$ cat config.mk
export PLATFORM = sky130hd
export DESIGN_NAME = button_event_fsm
export DESIGN_NICKNAME = d
export VERILOG_FILES = /design/src/rtl/clock_ui_pkg.sv /design/src/rtl/ms_tick_gen.sv /design/src/rtl/button_event_fsm.sv
export SDC_FILE = /design/constraint.sdc
export NUM_CORES = 1
export LEC_CHECK = 0
export ABC_AREA = 0
export CAP_MARGIN = 30
export CORE_MARGIN = 2
export CORE_UTILIZATION = 55
export CTS_CLUSTER_DIAMETER = 40
export CTS_CLUSTER_SIZE = 16
export DETAILED_ROUTE_END_ITERATION = 6
export GPL_TIMING_DRIVEN = 1
export PLACE_DENSITY = 0.83
export SLEW_MARGIN = 30
export SYNTH_ARGS = -nofsm -noshare
export SYNTH_HDL_FRONTEND = slang
export SYNTH_HIERARCHICAL = 1
export SYNTH_SLANG_ARGS = --single-unit
$ cat constraint.sdc
create_clock -name clk -period 5.3 [get_ports clk]
set_input_delay 0.53 -clock clk [delete_from_list [all_inputs] [get_ports clk]]
set_output_delay 0.53 -clock clk [all_outputs]
set_load 0.02 [all_outputs]
$ cat src/rtl/clock_ui_pkg.sv
// Shared UI definitions for the clock's button handling and time-setting controller.
// Holds the button FSM state encoding and the default timing constants.
package clock_ui_pkg;

  typedef enum logic [1:0] {
    ST_IDLE    = 2'd0,
    ST_PRESSED = 2'd1,
    ST_HELD    = 2'd2
  } ui_state_e;

  localparam int unsigned CLK_HZ        = 50_000_000;
  localparam int unsigned MS_DIV        = CLK_HZ / 1000;
  localparam int unsigned DEF_LONG_MS   = 1000;
  localparam int unsigned DEF_REPEAT_MS = 200;

  // Width needed to hold values up to and including n.
  function automatic int unsigned cnt_width(input int unsigned n);
    return $clog2(n) + 1;
  endfunction

endpackage

$ cat src/rtl/ms_tick_gen.sv
// Millisecond prescaler: counts 0..DIV-1 while enabled and flags the wrap cycle.
// Synchronous clear takes priority over enable.
module ms_tick_gen #(
  parameter int unsigned DIV = 50_000
) (
  input  logic clk_i,
  input  logic rst_ni,
  input  logic clr_i,
  input  logic en_i,
  output logic tick_o
);

  localparam int unsigned W = (DIV > 1) ? $clog2(DIV) : 1;
  localparam logic [W-1:0] LAST = W'(DIV - 1);

  logic [W-1:0] cnt_q;
  logic [W-1:0] cnt_d;

  always_comb begin
    cnt_d = cnt_q;
    if (clr_i) begin
      cnt_d = '0;
    end else if (en_i) begin
      cnt_d = (cnt_q == LAST) ? '0 : cnt_q + 1'b1;
    end
  end

  always_ff @(posedge clk_i or negedge rst_ni) begin
    if (!rst_ni) begin
      cnt_q <= '0;
    end else begin
      cnt_q <= cnt_d;
    end
  end

  assign tick_o = en_i & ~clr_i & (cnt_q == LAST);

endmodule

$ cat src/rtl/button_event_fsm.sv
// Turns a debounced button level into press / short / long / auto-repeat pulses
// plus a held level; all outputs are registered.
module button_event_fsm
  import clock_ui_pkg::*;
#(
  parameter int unsigned TICK_DIV  = MS_DIV,
  parameter int unsigned LONG_MS   = DEF_LONG_MS,
  parameter int unsigned REPEAT_MS = DEF_REPEAT_MS
) (
  input  logic clk,
  input  logic reset,
  input  logic btn,
  output logic press_pulse,
  output logic short_pulse,
  output logic long_pulse,
  output logic rpt_pulse,
  output logic held
);

  localparam int unsigned MS_W  = cnt_width(LONG_MS);
  localparam int unsigned RPT_W = cnt_width(REPEAT_MS);
  localparam logic [MS_W-1:0]  MS_LAST  = MS_W'(LONG_MS - 1);
  localparam logic [RPT_W-1:0] RPT_LAST = RPT_W'(REPEAT_MS - 1);

  ui_state_e        state_q, state_d;
  logic             btn_q;
  logic             arm_q;
  logic [MS_W-1:0]  ms_cnt_q, ms_cnt_d;
  logic [RPT_W-1:0] rpt_cnt_q, rpt_cnt_d;
  logic             press_q, press_d;
  logic             short_q, short_d;
  logic             long_q, long_d;
  logic             rpt_q, rpt_d;
  logic             held_q, held_d;

  logic rise;
  logic fall;
  logic tick;

  // arm_q blocks a rise on the first edge after reset, so a button already
  // held through reset must be released and pressed again.
  assign rise = btn & ~btn_q & arm_q;
  assign fall = ~btn & btn_q;

  ms_tick_gen #(
    .DIV (TICK_DIV)
  ) u_tick (
    .clk_i  (clk),
    .rst_ni (reset),
    .clr_i  (rise),
    .en_i   (state_q != ST_IDLE),
    .tick_o (tick)
  );

  always_comb begin
    state_d   = state_q;
    ms_cnt_d  = ms_cnt_q;
    rpt_cnt_d = rpt_cnt_q;
    press_d   = 1'b0;
    short_d   = 1'b0;
    long_d    = 1'b0;
    rpt_d     = 1'b0;

    unique case (state_q)
      ST_IDLE: begin
        if (rise) begin
          press_d  = 1'b1;
          ms_cnt_d = '0;
          state_d  = ST_PRESSED;
        end
      end
      ST_PRESSED: begin
        if (fall) begin
          short_d = 1'b1;
          state_d = ST_IDLE;
        end else if (tick) begin
          if (ms_cnt_q == MS_LAST) begin
            long_d    = 1'b1;
            rpt_cnt_d = '0;
            state_d   = ST_HELD;
          end else begin
            ms_cnt_d = ms_cnt_q + 1'b1;
          end
        end
      end
      ST_HELD: begin
        if (fall) begin
          state_d = ST_IDLE;
        end else if (tick) begin
          if (rpt_cnt_q == RPT_LAST) begin
            rpt_d     = 1'b1;
            rpt_cnt_d = '0;
          end else begin
            rpt_cnt_d = rpt_cnt_q + 1'b1;
          end
        end
      end
      default: begin
        state_d = ST_IDLE;
      end
    endcase

    held_d = (state_d != ST_IDLE);
  end

  always_ff @(posedge clk or negedge reset) begin
    if (!reset) begin
      state_q   <= ST_IDLE;
      btn_q     <= '0;
      arm_q     <= '0;
      ms_cnt_q  <= '0;
      rpt_cnt_q <= '0;
      press_q   <= '0;
      short_q   <= '0;
      long_q    <= '0;
      rpt_q     <= '0;
      held_q    <= '0;
    end else begin
      state_q   <= state_d;
      btn_q     <= btn;
      arm_q     <= 1'b1;
      ms_cnt_q  <= ms_cnt_d;
      rpt_cnt_q <= rpt_cnt_d;
      press_q   <= press_d;
      short_q   <= short_d;
      long_q    <= long_d;
      rpt_q     <= rpt_d;
      held_q    <= held_d;
    end
  end

  assign press_pulse = press_q;
  assign short_pulse = short_q;
  assign long_pulse  = long_q;
  assign rpt_pulse   = rpt_q;
  assign held        = held_q;

endmodule

# --- Word level (Yosys, flattened, before mapping) ---
# Index checks and enable logic that the tools add are counted.
# Widths: inputs -> output; s select.
word_totals:
  elab_cells: 75
  in_bits: 3
  output_inout_bits: 5
  ff_bits: 45
classes:
  eq_ne: 12
  muxes: 33
  n_addsub: 3
  bitwise: 8
  n_reduce_logical: 8
op_table:
  columns: ["operator", "count"]
  rows:
  - ["$mux 9", 6]
  - ["$mux 16", 3]
  - ["$mux 11", 4]
  - ["$pmux 11 s2", 1]
  - ["$pmux 9 s2", 1]
  - ["$add 16x1->16 const B", 1]
  - ["$eq 16x16->1 const B", 1]
  - ["$mux 1", 12]
  - ["$ne 2x2->1 const B", 6]
  - ["$add 11x1->11 const B", 1]
  - ["$eq 11x10->1 const B", 1]
  - ["$mux 2", 5]
  - ["$reduce_bool 2->1", 5]
  - ["$add 9x1->9 const B", 1]
  - ["$eq 9x8->1 const B", 1]
  - ["$pmux 2 s3", 1]
  - ["$reduce_and 6->1", 1]
  - ["$and 1x1->1", 5]
  - ["$reduce_and 5->1", 1]
  - ["$not 1->1", 3]
  - ["$eq 2x1->1 const B", 1]
  - ["$eq 2x2->1 const B", 1]
  - ["$logic_not 2->1", 1]
  - ["$ne 2x1->1 const B", 1]

# --- Longest topological paths before layout ---
# Gate-level depths: netlist of run 1.
logic_depth:
  depth_word: 10
  ltp_mapped: 10
  mapped_depth_nobuf: 8

# --- By module ---
# The synthesis of run 1 kept the hierarchy.
by_module_without_submodules:
  columns: ["mod", "area_per_inst_um2", "cells_each", "instances", "seq_area_each_um2"]
  rows:
  - ["button_event_fsm", 1547.7, 154, 1, 725.7]
  - ["ms_tick_gen", 977.2, 103, 1, 400.4]

# --- Least setup slack after synthesis of run 1 ---
# Ideal clock, no wire load.
synth_path:
  path_kind: "in2reg"
  startpoint: "input port btn"
  endpoint: "register rpt_cnt_q[3]"
  arrival_ns: 2.150
  path_buffers: 0
  required_ns: 5.236
  setup_ns: 0.064
  cell_stages: 7
  setup_slack_ns: 3.085
  cell_sequence: "and3b_1 -> or2b_4 -> nor2_1 -> nand2_1 -> or4_1 -> a21oi_1 -> a21o_1"
synth_between:
  elab_chain_cells: 7
  elab_cells_between_ends: 12
  classes_between: "eq/ne: 4; bitwise: 7; reduce/logical: 1"
synth_rtl:
  columns: ["item", "line_no", "source"]
  rows:
  - ["start: declaration", "button_event_fsm.sv:12", "input logic btn,"]
  - ["$and 1x1->1 (*) (2 in series)", "button_event_fsm.sv:42", "assign rise = btn & ~btn_q & arm_q;"]
  - ["$not 1->1 (*)", "ms_tick_gen.sv:36", "assign tick_o = en_i & ~clr_i & (cnt_q == LAST);"]
  - ["$and 1x1->1 (*) (2 in series)", "ms_tick_gen.sv:36", null]
  - ["via tick", "button_event_fsm.sv:38", "logic tick;"]
  - ["$ne 2x2->1 (no line)", null, null]
  - ["$reduce_and 6->1 (no line) (*)", null, null]
  - ["end signal: assignment", "button_event_fsm.sv:123", "rpt_cnt_q <= rpt_cnt_d;"]
  - ["end: declaration", "button_event_fsm.sv:29", "logic [RPT_W-1:0] rpt_cnt_q, rpt_cnt_d;"]
# Mark *: on every way through the listed nets, which the timed path passes. The rest lies on a longest branch.
# A chain may end at the register's enable or synchronous reset.

# --- Worst setup path after layout of run 1 ---
layout_path:
  startpoint: "input port btn"
  endpoint: "register rpt_cnt_q[3]"
layout_between:
  elab_chain_cells: 7
  elab_cells_between_ends: 12
  classes_between: "eq/ne: 4; bitwise: 7; reduce/logical: 1"
layout_rtl:
  columns: ["item", "line_no", "source"]
  rows:
  - ["$and 1x1->1 (*) (2 in series)", "button_event_fsm.sv:42", null]
  - ["via rise", "button_event_fsm.sv:36", "logic rise;"]
  - ["$not 1->1 (*)", "ms_tick_gen.sv:36", null]
  - ["$and 1x1->1 (*) (2 in series)", "ms_tick_gen.sv:36", null]
  - ["via tick", "button_event_fsm.sv:38", null]
  - ["$ne 2x2->1 (no line)", null, null]
  - ["$reduce_and 6->1 (no line) (*)", null, null]
# Marked as above.

==> impl_metrics.ini, run 1 <==
[critical_path]
crit_chain = clkdlybuf4s50_1 > and3b_1 > or2b_4 > nor2_1 > nand2_1 > or4_1 > a21oi_1 > a21o_1
crit_buf_inv = 1
cp_slowest_cell = or4_1
path_class = primary input to flop
critPathMaxStageDelay_ns = 0.54
worstPathMaxFanout = 7
critPathRequiredTime_ns = 5.55
crit_family = simple AND/OR/NAND/NOR gates
worstPathArrival_ns = 2.96
end_kind = flop
setup.worst_path.start_class = primary input

[layout]
layout-drive-gt1-share_pct = 12.4
seq_area_sq_um = 1130
fin_nets = 271
multi_input_area_sq_um = 1340
area_growth_pct = 7.83
fill_cells = 350
diodes = 0

[global_route]
overflow = 0
grt_pass1_vias = 1888
gr-usage-met3_pct = 3.38
met1_usage_pct = 29.5
top_usage_layer = met2
grt_pass1_wl_mm = 8.56
met2_usage_pct = 32.6
antenna_found_initial = 0
grt_max_degree = 46
grt_usage_pct = 20.7

[logic_synthesis]
synthesis.nets = 263
synth_seq_area_share_pct = 44.6
yosysUniqueCellTypes = 58
avgSynthCellArea_sq_um = 9.82
synth-edff-count = 0
ys_ff_latch = 45
synth.most_common_cell = dfrtp_1
yosys-top-cells-count = dfrtp_1 (45), nand2_1 (33), nor2_1 (21), nand3_1 (15), nor3_1 (12)
synth_top_cell_area_share_pct = 44.6
postSynthCellCount = 257
yosysWarnings = 6
synthArstFlopShare_pct = 100
synthesis.area_sq_um = 2520
ys_top_cells_by_area = dfrtp_1 (45%), nand2_1 (4.9%), nor2_1 (3.1%)
synth_top_cell_by_area = dfrtp_1
yosys_most_used_dff = dfrtp_1

[placed_design]
dp_hpwl_mm = 3.31
pre_cts_ws_ns = 2.25
gp_congestion = 0.826
port_buffers = 7

[sta]
fin_crit_sh_pct = 51.3
fin_setup_tns_ns = 0
slew_headroom_pct = 45.9
grt_setup_unrepaired = false
slew_violations = 0
worstMarginPinSlew_ns = 0.812
final-setup-viol-count = 0
finalClockSkew_ns = 0.00469
final-hold-violation-count = 0
finalWorstSetupSlack_ns = 2.58
max_freq_ghz = 0.368
min_period_ns = 2.72

[cts]
cts.clk_slew.worst_paths_ns = 0.08
cts.sinks = 45
cts_setup_buffers = 0
cts_buffers = 5
clkLatencyLatePin_ns = 0.30
cts_htree_levels = 2
clock_path_buffers = 2
cts_hold_buf = 0
cts_tree = done
cts_root_buf = clkbuf_8
cts_resized = 0

[job]
max-cap-violations = 0

[drt]
antenna_left = 0
dr.pass1.iters = 4
drc = 0
viasPerCell = 6.19
post_drt_wl_per_cell_um = 15.0
num_vias = 1969
first_iter_violations = 122
drt-total-wl_mm = 4.77

[floorplan]
dieArea_sq_um = 5150
die_h_um = 71.8
initial_core_util_pct = 57.6
row_count = 24
core-area_sq_um = 4380
dieWidth_um = 71.8
ios = 8

[pwr]
internal_power_mw = 0.514
p_leak_nw = 1.13
pwr-share-clk_pct = 33.4
pwr-share-seq_pct = 54.2
p_sw_mw = 0.194
powerDensity_nw_per_um2 = 260
ir_worst_vdd_mv = 0.137
pwr-share-comb_pct = 12.4
sw_frac_of_total_pct = 27.4

[worst_hold_path]
hp-class = primary input to async pin

[outcome]
status = finished clean
==> cell usage in the layout (no fill, tap or decap), types with 3 or more instances in the layout <==
cell	n
and4_1	4
or4_1	5
nand2_1	33
clkdlybuf4s50_1	6
nor3_2	3
nor2_1	21
a22o_1	4
nor4_2	3
or3_1	4
a31oi_1	6
o211ai_1	3
nor3_1	11
nand4_1	7
ha_1	3
a21oi_1	8
nand3_1	15
clkbuf_8	7
and2_1	3
a21o_1	4
and3_1	4
xnor2_1	9
o21ai_0	11
dfrtp_1	45
inv_1	5
==> metal layers <==
metal / vias up / part of all wire (%)
li1: 972 / -
met4: 0 / 0.88
met3: 6 / 3.6
met2: 34 / 46
met1: 957 / 50
met5: - / 0
==> sequential cells by signal, indices dropped and copies added, names as in the netlist <==
register / flops
short_pulse: 1
held: 1
state_q: 2
rpt_pulse: 1
btn_q: 1
press_pulse: 1
rpt_cnt_q: 9
arm_q: 1
u_tick/cnt_q: 16
ms_cnt_q: 11
long_pulse: 1
==> cell type report <==
type	count	share of cell area, %
Multi-Input combinational cell	201	49.4
Clock buffer	7	3.54
Clock inverter	1	0.184
Sequential cell	45	41.4
Inverter	5	0.689
Tap cell	52	2.39
Timing Repair Buffer	7	2.48
==> worst paths after layout <==
path | startpoint | end | slack (ns) | depth (start not counted)
min reg2reg | u_tick/cnt_q[15]$_DFFE_PN0P_ | u_tick/cnt_q[15]$_DFFE_PN0P_ | 0.51 | 1
min in group clk | u_tick/cnt_q[15]$_DFFE_PN0P_ | u_tick/cnt_q[15]$_DFFE_PN0P_ | 0.51 | 1
max reg2reg | u_tick/cnt_q[0]$_DFFE_PN0P_ | rpt_cnt_q[3]$_DFFE_PN0P_ | 2.67 | 8
max | btn | rpt_cnt_q[3]$_DFFE_PN0P_ | 2.58 | 8
max in group asynchronous | reset | u_tick/cnt_q[8]$_DFFE_PN0P_ | 4.71 | 1
min | reset | rpt_cnt_q[4]$_DFFE_PN0P_ | 0.21 | 1
==> through the flow <==
step           area [sq um]  power (mW)  hold WS, ns  cells  utilization (%)
6_report               2720       0.708        0.211    318             62.1
5_1_grt                2720       0.743        0.267    318             62.1
4_1_cts                2720       0.712        0.238    318             62.1
3_5_place_dp           2620       0.479        0.487    310             59.8
3_3_place_gp           2610       0.474        0.484    310             59.6
2_1_floorplan          2520       0.449        0.234    257                -
==> cell families after synthesis <==
group	count (synthesis)	synth area share (%)
adders and majority gates	3	1.49
AOI/OAI and AO/OA	51	15.5
and+or+nand+nor	134	31.6
muxes	3	1.24
xor gates and xnor gates	9	3.12
DFF	45	44.6
buffers and inverters	11	2.38
other	1	0.149
==> power by group through the flow <==
stage / clock network [mW] / registers [mW] / logic, mW
final: 0.236 / 0.383 / 0.0880
after global routing: 0.254 / 0.387 / 0.102
after CTS: 0.240 / 0.383 / 0.0889
after detailed placement: 0 / 0.390 / 0.0888
after global placement: 0 / 0.388 / 0.0854
after floorplan: 0 / 0.387 / 0.0616
Power figures use the tool's default switching activity.
==> inputs of run 2 (changes only) <==
--- a/config.mk
+++ b/config.mk
@@ -13,7 +13,7 @@
 export CTS_CLUSTER_SIZE = 16
 export DETAILED_ROUTE_END_ITERATION = 6
 export GPL_TIMING_DRIVEN = 1
-export PLACE_DENSITY = 0.83
+export PLACE_DENSITY = 0.85
 export SLEW_MARGIN = 30
 export SYNTH_ARGS = -nofsm -noshare
 export SYNTH_HDL_FRONTEND = slang
==> constraint.sdc (replaced) <==
create_clock -name clk -period 2.36 [get_ports clk]
set_input_delay 0.236 -clock clk [delete_from_list [all_inputs] [get_ports clk]]
set_output_delay 0.236 -clock clk [all_outputs]
set_load 0.02 [all_outputs]
==> run 2 against run 1 <==
Effect of this change: cell count increased by 5.0%; worst hold slack better by 0.063 ns; utilization grew 2.6 points; critical path depth is the same; combinational power increased to 2.6 times the previous value; sequential cell count unchanged; via count is 7.5% higher; die area unchanged; sequential power rose by 120%; sequential share of layout area is 1.7 points lower; register-to-register slack worse by 2.5 ns; first-iteration DRC count up 35%; largest cell class unchanged; largest power group unchanged; highest routed layer unchanged.
==> impl_metrics.ini, run 2 (same netlist as run 1, synthesis figures left out) <==
[sta]
slew_violations = 0
fin_crit_sh_pct = 93.5
final-setup-viol-count = 0
fin_setup_tns_ns = 0
grt_setup_unrepaired = false
max_freq_ghz = 0.453
min_period_ns = 2.21
final-hold-violation-count = 0
finalClockSkew_ns = 0.00973
fin_hold_ws_ns = 0.274

[critical_path]
reg2reg_slack_ns = 0.15
end_kind = flop
r2r-end = rpt_cnt_q[3]$_DFFE_PN0P_
crit_family = simple AND/OR/NAND/NOR gates
worstPathMaxFanout = 8
worstPathArrival_ns = 2.46
critPathRequiredTime_ns = 2.61
crit_buf_inv = 1
startpoint = u_tick/cnt_q[5]$_DFFE_PN0P_
crit_chain = nor4b_4 > nand4_1 > nor2_1 > buf_4 > nand2_1 > or4_1 > a21oi_1 > a21o_1
path_class = flop to flop
r2r_cells = 8
setup.worst_path.start_class = flop
crit_end = rpt_cnt_q[3]$_DFFE_PN0P_
cp_slowest_cell = dfrtp_1
cp.depth = 8
critPathMaxStageDelay_ns = 0.49
r2r_start = u_tick/cnt_q[5]$_DFFE_PN0P_

[drt]
drt-total-wl_mm = 5.55
antenna_left = 0
viasPerCell = 6.34
first_iter_violations = 165
post_drt_wl_per_cell_um = 16.6
num_vias = 2117
drc = 0
dr.pass1.iters = 4

[layout]
final_cell_mix = dfrtp_1 (45), nand2_1 (33), nor2_1 (21)
layout-drive-gt1-share_pct = 16.7
area_growth_pct = 12.4
diodes = 0
reg_top3 = u_tick/cnt_q x16, ms_cnt_q x11, rpt_cnt_q x9
layout_commonest_cell = dfrtp_1
fin_nets = 287
fill_cells = 366
fin_cells = 334
finish.utilization_pct = 64.7
largest-register = u_tick/cnt_q
largest_reg_flops = 16

[floorplan]
dieWidth_um = 71.8
die_h_um = 71.8
dieArea_sq_um = 5150
ios = 8
initial_core_util_pct = 57.6
core-area_sq_um = 4380
row_count = 24

[cts]
cts_buffers = 5
cts.sinks = 45
cts_htree_levels = 2
clkLatencyLatePin_ns = 0.31
cts_setup_buffers = 0
cts_resized = 0
cts.clk_slew.worst_paths_ns = 0.08
clock_path_buffers = 2
cts_tree = done
cts_root_buf = clkbuf_8

[placed_design]
dp_hpwl_mm = 3.91
gp_congestion = 0.935
dp.cells = 325
port_buffers = 7

[outcome]
status = finished clean

[global_route]
antenna_found_initial = 0
grt_pass1_vias = 2159
grt_usage_pct = 23.8
grt_max_degree = 22
grt_pass1_wl_mm = 9.56
overflow = 0

[pwr]
ir_worst_vdd_mv = 0.457
p_leak_nw = 1.21
p_total_mw = 1.62
powerDensity_nw_per_um2 = 571

[worst_hold_path]
hp-class = primary input to async pin

[job]
max-cap-violations = 0
==> run 2: cell types whose count changed in the layout (fill, tap and decap cells not counted) <==
cell	before	now
nor3_2	3	2
buf_2	0	1
dlygate4sd3_1	0	1
nor3_1	11	12
buf_4	1	15
==> run 2: worst min-delay path by stage <==
stage	start	end	depth (start not counted)
final	reset	rpt_cnt_q[6]$_DFFE_PN0P_	2
after detailed placement	reset	rpt_pulse$_DFF_PN0_	1
after CTS	reset	rpt_pulse$_DFF_PN0_	2
after floorplan	reset	arm_q$_DFF_PN0_	0
after global placement	reset	rpt_pulse$_DFF_PN0_	1
after global routing	reset	rpt_pulse$_DFF_PN0_	2
==> run 2: timing repair <==
action,4_1_cts,5_1_grt
endpoints found under the hold margin,5,0
endpoints found under the setup margin,0,0
hold buffers,1,0
==> run 2: final cells by class <==
type | instances | area (sq um) | area share (%)
repair buffers | 23 | 188 | 6.61
well taps | 52 | 65.1 | 2.29
clock buffers | 7 | 96.3 | 3.40
inverters | 5 | 18.8 | 0.661
clock inverters | 1 | 5.00 | 0.176
multi-input cells | 201 | 1340 | 47.2
flip-flops and latches | 45 | 1130 | 39.7
==> run 2: per-layer routing <==
metal,GRT usage [%],routed length (um)
met2,39.4,2840
met3,6.19,234
met5,0,0
met4,10.1,106
met1,29.4,2370
==> run 2: report_power, final <==
part	switching [mW]	leakage, nW	internal (mW)	total [mW]
Sequential	0.0460	0.607	0.813	0.859
Combinational	0.137	0.547	0.0953	0.232
Clock	0.265	0.0542	0.265	0.530
==> run 2: stage by stage <==
stage	instance area, sq um	worst slack [ns]
after global routing	2840	0.0103
after global placement	2730	0.124
final	2840	0.154
after floorplan	2520	0.197
after CTS	2840	0.174
after detailed placement	2730	0.0471
